[config.mk]
export PLATFORM = sky130hd
export DESIGN_NAME = img_spawn_queue_flat
export DESIGN_NICKNAME = d
export VERILOG_FILES = /design/src/rtl/img_spawn_if.sv /design/src/rtl/img_spawn_queue.sv /design/src/flat_wrapper.sv
export SDC_FILE = /design/constraint.sdc
export NUM_CORES = 1
export LEC_CHECK = 0
export ABC_AREA = 0
export BUFFER_PORTS_ARGS = -buffer_cell sky130_fd_sc_hd__buf_4
export CORE_ASPECT_RATIO = 1.5
export CORE_MARGIN = 5
export CORE_UTILIZATION = 38
export CTS_BUF_LIST = sky130_fd_sc_hd__clkbuf_16
export DETAILED_ROUTE_END_ITERATION = 12
export HOLD_SLACK_MARGIN = 0.03
export PLACE_DENSITY = 0.55
export SYNTH_ARGS = -nofsm -noshare
export SYNTH_HDL_FRONTEND = slang
export SYNTH_SLANG_ARGS = --single-unit
[constraint.sdc]
create_clock -name clk -period 2.9 [get_ports clk]
set_clock_uncertainty 0.15 [all_clocks]
set_input_delay 0.58 -clock clk [delete_from_list [all_inputs] [get_ports clk]]
set_output_delay 0.58 -clock clk [all_outputs]
set_load 0.03 [all_outputs]
[src/rtl/img_spawn_if.sv]
// Handshake bundle between the spawn queue and the game logic that consumes images.
// The master side drives enable, random index and pop; the queue is the slave.
interface img_spawn_if #(
   parameter int DEPTH = 4
);
   logic                    en;
   logic [1:0]              rand_num;
   logic                    pop;
   logic                    img_valid;
   logic [1:0]              img_idx;
   logic [$clog2(DEPTH):0]  count;
   logic                    full;
   logic [7:0]              drop_cnt;

   modport master (
      output en, rand_num, pop,
      input  img_valid, img_idx, count, full, drop_cnt
   );

   modport slave (
      input  en, rand_num, pop,
      output img_valid, img_idx, count, full, drop_cnt
   );
endinterface

[src/rtl/img_spawn_queue.sv]
// Samples the random image index once per spawn period, retries illegal codes,
// limits repeated images and buffers accepted indices in a small FIFO.
module img_spawn_queue #(
   parameter int PERIOD  = 50_000_000,
   parameter int DEPTH   = 4,
   parameter int MAX_RUN = 2
) (
   input  logic       clk,
   input  logic       rst,
   img_spawn_if.slave bus
);
   localparam int TW = $clog2(PERIOD);
   localparam int AW = $clog2(DEPTH);
   localparam int RW = $clog2(MAX_RUN + 1);

   typedef enum logic {S_IDLE, S_RETRY} state_t;

   state_t          state_reg, state_next;
   logic [TW-1:0]   tick_reg;
   logic [1:0]      last_reg;
   logic [RW-1:0]   run_reg;
   logic [1:0]      mem [DEPTH];
   logic [AW-1:0]   wr_ptr_reg, rd_ptr_reg;
   logic [AW:0]     count_reg, count_next;
   logic            valid_reg, full_reg;
   logic [7:0]      drop_reg;

   logic            tick, legal, attempt, accept;
   logic            do_pop, do_push, do_drop;
   logic [1:0]      gen;

   assign tick  = bus.en && (tick_reg == TW'(PERIOD - 1));
   assign legal = (bus.rand_num != 2'd3);

   // S_RETRY holds the single outstanding attempt; ticks landing there are absorbed.
   always_comb begin
      state_next = state_reg;
      attempt    = 1'b0;
      case (state_reg)
         S_IDLE: begin
            if (tick) begin
               attempt = 1'b1;
               if (!legal) state_next = S_RETRY;
            end
         end
         S_RETRY: begin
            if (bus.en) begin
               attempt = 1'b1;
               if (legal) state_next = S_IDLE;
            end
         end
         default: state_next = S_IDLE;
      endcase
   end

   always_ff @(posedge clk) begin
      if (rst) state_reg <= S_IDLE;
      else     state_reg <= state_next;
   end

   assign accept = attempt && legal;

   // Force a different image once the same one has been generated MAX_RUN times in a row.
   assign gen = (bus.rand_num == last_reg && run_reg == RW'(MAX_RUN)) ?
                ((bus.rand_num == 2'd2) ? 2'd0 : bus.rand_num + 2'd1) :
                bus.rand_num;

   assign do_pop  = bus.pop && valid_reg;
   assign do_push = accept && (!full_reg || do_pop);
   assign do_drop = accept && full_reg && !do_pop;

   always_comb begin
      count_next = count_reg + (AW+1)'(do_push) - (AW+1)'(do_pop);
   end

   always_ff @(posedge clk) begin
      if (rst) begin
         tick_reg <= '0;
      end else if (bus.en) begin
         tick_reg <= (tick_reg == TW'(PERIOD - 1)) ? '0 : tick_reg + TW'(1);
      end
   end

   always_ff @(posedge clk) begin
      if (rst) begin
         last_reg <= 2'd0;
         run_reg  <= '0;
      end else if (accept) begin
         last_reg <= gen;
         if (gen == last_reg)
            run_reg <= (run_reg == RW'(MAX_RUN)) ? run_reg : run_reg + RW'(1);
         else
            run_reg <= RW'(1);
      end
   end

   always_ff @(posedge clk) begin
      if (do_push) mem[wr_ptr_reg] <= gen;
   end

   always_ff @(posedge clk) begin
      if (rst) begin
         wr_ptr_reg <= '0;
         rd_ptr_reg <= '0;
         count_reg  <= '0;
         valid_reg  <= 1'b0;
         full_reg   <= 1'b0;
         drop_reg   <= 8'd0;
      end else begin
         if (do_push) wr_ptr_reg <= wr_ptr_reg + AW'(1);
         if (do_pop)  rd_ptr_reg <= rd_ptr_reg + AW'(1);
         count_reg <= count_next;
         valid_reg <= (count_next != '0);
         full_reg  <= (count_next == (AW+1)'(DEPTH));
         if (do_drop && drop_reg != 8'd255) drop_reg <= drop_reg + 8'd1;
      end
   end

   assign bus.img_valid = valid_reg;
   assign bus.img_idx   = valid_reg ? mem[rd_ptr_reg] : 2'd0;
   assign bus.count     = count_reg;
   assign bus.full      = full_reg;
   assign bus.drop_cnt  = drop_reg;
endmodule
[src/flat_wrapper.sv]
// flat-port wrapper written by rule: the top's interface ports become plain ports
module img_spawn_queue_flat 
#(
   parameter int PERIOD  = 50_000_000,
   parameter int DEPTH   = 4,
   parameter int MAX_RUN = 2
)
  (clk, rst, bus_en, bus_rand_num, bus_pop, bus_img_valid, bus_img_idx, bus_count, bus_full, bus_drop_cnt);
  img_spawn_if #(.DEPTH(DEPTH)) bus_i ();
  input  logic clk;
  input  logic rst;
  input wire logic [$bits(bus_i.en)-1:0] bus_en;
  input wire logic [$bits(bus_i.rand_num)-1:0] bus_rand_num;
  input wire logic [$bits(bus_i.pop)-1:0] bus_pop;
  output wire logic [$bits(bus_i.img_valid)-1:0] bus_img_valid;
  output wire logic [$bits(bus_i.img_idx)-1:0] bus_img_idx;
  output wire logic [$bits(bus_i.count)-1:0] bus_count;
  output wire logic [$bits(bus_i.full)-1:0] bus_full;
  output wire logic [$bits(bus_i.drop_cnt)-1:0] bus_drop_cnt;
  assign bus_i.en = bus_en;
  assign bus_i.rand_num = bus_rand_num;
  assign bus_i.pop = bus_pop;
  assign bus_img_valid = bus_i.img_valid;
  assign bus_img_idx = bus_i.img_idx;
  assign bus_count = bus_i.count;
  assign bus_full = bus_i.full;
  assign bus_drop_cnt = bus_i.drop_cnt;
  img_spawn_queue #(.PERIOD(PERIOD), .DEPTH(DEPTH), .MAX_RUN(MAX_RUN)) u_core (.clk(clk), .rst(rst), .bus(bus_i));
endmodule
Yosys cells after proc, flatten, opt, wreduce, memory -nomap -nowiden
Memory sizes are Yosys's and may differ from the RTL's. A register that Yosys moved wholly into a read port is not among the register bits. Cells that the tools add are included.

Flip-flop bits (word level): 48. Bits in latches: 0. Bits in writable memories: 8. Memory bits (read-only): 0. Input bits: 6. Output and inout port bits: 15. Logic and storage cells: 59. Memories kept: 1.

Memory list: u_core.mem (words 4, bits a word 2, rd ports 1, clocked after Yosys merged registers in 1, wr ports 1, RTL line img_spawn_queue.sv:22) `logic [1:0] mem [DEPTH];`.

Add/sub/neg operators: 8. Multipliers: 0. Div/mod/pow operators: 0. Magnitude comparators: 0. Eq/ne operators: 9. Shift-type cells: 0. Multiplexer cells: 17. Bitwise operators: 1. Reductions and logical operators: 13.

Operators by type and width (count): $add 26x1->26 const B (1); $eq 26x26->1 const B (1); $mux 26 (1); $mux 2 (7); $add 2x1->2 const B (4); $add 8x1->8 const B (1); $logic_and 1x1->1 (8); $ne 8x8->1 const B (1); $mux 1 (7); $eq 2x2->1 (2); $eq 2x2->1 const B (2); $ne 2x2->1 const B (2); $pmux 1 s2 (2); $add 3x1->3 (1); $eq 3x3->1 const B (1); $reduce_bool 3->1 (1); $sub 3x1->3 (1); $logic_not 1->1 (2); $reduce_and 2->1 (1); $logic_or 1x1->1 (1); $not 1->1 (1).

Logic depth before layout (Yosys ltp)
Word-level depth: 9. Depth in mapped cells: 12. Mapped depth without buffers: 11.

Worst setup path after synthesis
Ideal clock, no wire load.

Path type: in2reg. Start point: input bus_en. End point: register u_core.valid_reg, in the netlist u_core.bus.img_valid. Library setup time: 0.132 ns. Arrival time: 2.547 ns. Required time: 2.618 ns. Setup slack: 0.072 ns. Stages on the path: 12. Path buffers: 2. Cells stage by stage: buf_4 -> a21boi_2 -> and4_1 -> a22oi_2 -> buf_6 -> nor2_2 -> ha_1 -> fa_1 -> xor2_1 -> xnor2_1 -> nand2b_1 -> o21ai_0.

Word-level cells in the longest chain between the ends: 8. Elaborated cells between the ends (all ways): 9. Classes of those cells: add/sub (2); mux (3); reduce/logical (4).

RTL lines: start: declaration (RTL line flat_wrapper.sv:12) `input wire logic [$bits(bus_i.en)-1:0] bus_en;`; $logic_and 1x1->1 (RTL line img_spawn_queue.sv:32) `assign tick = bus.en && (tick_reg == TW'(PERIOD - 1));`; $mux 1 (RTL line img_spawn_queue.sv:41) `if (tick) begin`; $pmux 1 s2 (*) (RTL line img_spawn_queue.sv:39) `case (state_reg)`; $logic_and 1x1->1 (*) (RTL line img_spawn_queue.sv:61) `assign accept = attempt && legal;`; $logic_and 1x1->1 (*) (RTL line img_spawn_queue.sv:69) `assign do_push = accept && (!full_reg || do_pop);`; $add 3x1->3 (*) (RTL line img_spawn_queue.sv:73) `count_next = count_reg + (AW+1)'(do_push) - (AW+1)'(do_pop);`; $sub 3x1->3 (*) (RTL line img_spawn_queue.sv:73); $reduce_bool 3->1 (*) (RTL line img_spawn_queue.sv:113) `valid_reg <= (count_next != '0);`; end signal: assignment (RTL line img_spawn_queue.sv:113); end: declaration (RTL line img_spawn_queue.sv:25) `logic valid_reg, full_reg;`.

Mark *: on every way between the ends. The rest lies on a longest branch, timed or not. A chain may end at the register's enable or synchronous reset.

Final worst setup path
Start point: register u_core.tick_reg[16]. End point: register u_core.full_reg, in the netlist u_core.bus.full.

Word-level cells in the longest chain between the ends: 9.

RTL lines: start: declaration (RTL line img_spawn_queue.sv:19) `logic [TW-1:0] tick_reg;`; start signal: assignment (RTL line img_spawn_queue.sv:80) `tick_reg <= (tick_reg == TW'(PERIOD - 1)) ? '0 : tick_reg + TW'(1);`; $eq 26x26->1 (RTL line img_spawn_queue.sv:32); $logic_and 1x1->1 (RTL line img_spawn_queue.sv:32); $mux 1 (RTL line img_spawn_queue.sv:41); $pmux 1 s2 (RTL line img_spawn_queue.sv:39); $logic_and 1x1->1 (RTL line img_spawn_queue.sv:61); $logic_and 1x1->1 (RTL line img_spawn_queue.sv:69); $add 3x1->3 (RTL line img_spawn_queue.sv:73); $sub 3x1->3 (RTL line img_spawn_queue.sv:73); $eq 3x3->1 (RTL line img_spawn_queue.sv:114) `full_reg <= (count_next == (AW+1)'(DEPTH));`; end signal: assignment (RTL line img_spawn_queue.sv:114); end: declaration (RTL line img_spawn_queue.sv:25).

Every way passes these cells.

==> impl_metrics.toml <==
[status]
status = "complete, no violations"

[drt]
vias_per_cell = 5.10
route.detailed.wl_per_inst_um = 12.8
drtAntennaViolNets = 0
drc_errors = 0
via_count = 2026
first_pass_iters = 4
drt_iter0_markers = 71
wl_um = 5080

[yosys]
synth_most_common_cell = "dfxtp_1"
synth_area_sq_um = 2750
synth_edf_count = 8
syn-num-nets = 300
synth_ff_type = "dfxtp_1"
synthArstFlopShare_pct = 0
yosys.cell_types.count = 48
ys_top_cells_by_area = "dfxtp_1, edfxtp_1, xor2_1"
syn_avg_cell_area_sq_um = 9.69
yosysWarnings = 0
synth-seq-cells = 58
synth.largest_area_cell = "dfxtp_1"
synth_common_cells = "dfxtp_1, nor2_1, xor2_1, nand3_1"
yosys.area.top_type_share_pct = 36.4
seq_area_frac_synth_pct = 45.1
synthCells = 284

[clock_tree]
cts_buffer_depth = 2
cts_tree = "built"
cts.repair.resized = 0
cts_setup_buffers = 0
worstSkewPairLatency_ns = 0.32
path_clk_slew_ns = 0.06
cts_htree_levels = 3
ctsHoldBuffers = 0
cts_buffers = 9
clk_root_buffer_cell = "clkbuf_16"
cts_sinks = 58

[die]
die_y_um = 114
rows = 38
io_pins = 21
chipWidth_um = 79.5
initial_utilization_pct = 38.6
core_area_sq_um = 7130
die-area_sq_um = 9080

[sta]
period_needed_ns = 2.55
fin_setup_tns_ns = 0
rsz0062_at_grt = "no"
setup_viol = 0
final_hold_viol_count = 0
max_freq_ghz = 0.393
slew_violations = 0
tightest_slew_ns = 0.573
fin_crit_sh_pct = 87.8
relSlewSlack_pct = 61.4

[power]
ir_worst_vdd_mv = 0.386
leakage_nw = 1.25
total_power_mw = 2.35
pwr_density_cell_nw_per_um2 = 709

[layout]
largest_reg_flops = 26
diodes = 0
finalNetCount = 328
drive_above_1_share_pct = 18.0
area_growth_pct = 20.4

[setup_path]
cp.arrival_ns = 2.64
critPathSlowestCell = "dfxtp_1"
max_stage_delay_ns = 0.42
reg2reg_depth = 10
critPathBufInv = 0
path_cells = "and4bb_2 > and4_1 > a22oi_2 > nor2_2 > ha_1 > fa_1 > xor2_1 > xnor2_1 > nand2b_1 > nor3_1"
required_ns = 2.99
crit_path_end_kind = "flop"
critPathTopFamily = "simple AND/OR/NAND/NOR gates"
crit_fanout = 6
crit_path_start_kind = "flop"
cp.depth = 10
crit_type = "flop to flop"

[global_routing]
antenna_found_initial = 0
gr-total-overflow = 0
first_global_vias = 1950
grt_pass1_wl_um = 8690
grt_max_degree = 28
track_usage_pct = 12.2

[hold_path]
min_delay_path_depth = 2
hold_class = "flop to flop"

[placement]
port-buffer-count = 20
post-dp-hpwl_um = 3650
place.gp.congestion = 0.733

[flow_run]
maxCapViolCount = 0
[final timing paths]
path	start	to	slack, ns
setup / recovery	u_core.tick_reg[16]$_SDFFE_PP0P_	u_core.bus.full$_SDFF_PP0_	0.35
hold / removal	u_core.run_reg[1]$_SDFFE_PP0P_	u_core.run_reg[1]$_SDFFE_PP0P_	0.31
setup reg to reg	u_core.tick_reg[16]$_SDFFE_PP0P_	u_core.bus.full$_SDFF_PP0_	0.35
hold reg to reg	u_core.run_reg[1]$_SDFFE_PP0P_	u_core.run_reg[1]$_SDFFE_PP0P_	0.31
[per-layer routing]
| metal | GRT usage (%) | vias to the layer above | routed length, um |
|---|---|---|---|
| li1 | - | 1046 | - |
| met1 | 13.6 | 954 | 2210 |
| met5 | 0 | - | 0 |
| met2 | 21.2 | 22 | 2650 |
| met3 | 4.09 | 4 | 153 |
| met4 | 4.82 | 0 | 56 |
[power breakdown]
group / total [mW] / leakage, nW / internal, mW / switching [mW]
clock: 1.11 / 0.151 / 0.749 / 0.360
combinational: 0.348 / 0.622 / 0.146 / 0.202
sequential: 0.891 / 0.475 / 0.858 / 0.0331
total: 2.35 / 1.25 / 1.75 / 0.595
[through the flow]
step	cell area, sq um	worst slack (ns)	utilization (%)	hold slack (ns)	std cells
after floorplan	2750	0.0716	-	0.286	284
after global placement	2990	0.192	42.0	0.295	381
after detailed placement	2990	0.125	42.0	0.304	381
after CTS	3310	0.339	46.5	0.311	397
after global routing	3310	0.0984	46.5	0.362	397
final	3310	0.354	46.5	0.312	397
[tightest hold or removal path, cell delays in order (launching register included)]
cell,delay [ns]
dfxtp_1,0.31
nand2_1,0.05
a21oi_1,0.05
[placed cells by master (no fill, tap or decap), types with 5 or more instances in the layout]
cell type / instances
a21oi_1: 8
and2_1: 9
buf_4: 27
clkbuf_16: 9
dfxtp_1: 50
edfxtp_1: 8
ha_1: 9
inv_1: 13
mux2i_1: 5
nand2_1: 13
nand2b_1: 6
nand3_1: 14
nand4_1: 11
nor2_1: 42
nor3_1: 5
o21ai_0: 5
or4_1: 5
xnor2_1: 6
xor2_1: 23
[cells by family (layout without fill, tap and decap cells)]
kind of cell / count (synthesis) / count (layout) / share of synthesized area [%]
xor gates and xnor gates: 29 / 29 / 9.23
muxes: 8 / 8 / 3.86
buffers and inverters: 23 / 56 / 4.00
and+or+nand+nor: 129 / 129 / 26.5
AOI/OAI and AO/OA: 27 / 27 / 6.50
DFF: 58 / 58 / 45.1
adders and majority gates: 10 / 10 / 4.82
[area by class of cell]
cell class	count	area, sq um
fill	672	3820
multi-input combinational	203	1400
sequential	58	1240
clock buffer	9	225
timing repair buffer	27	203
tap	80	100
clock inverter	7	93.8
inverter	13	48.8
Power figures use the tool's default switching activity.
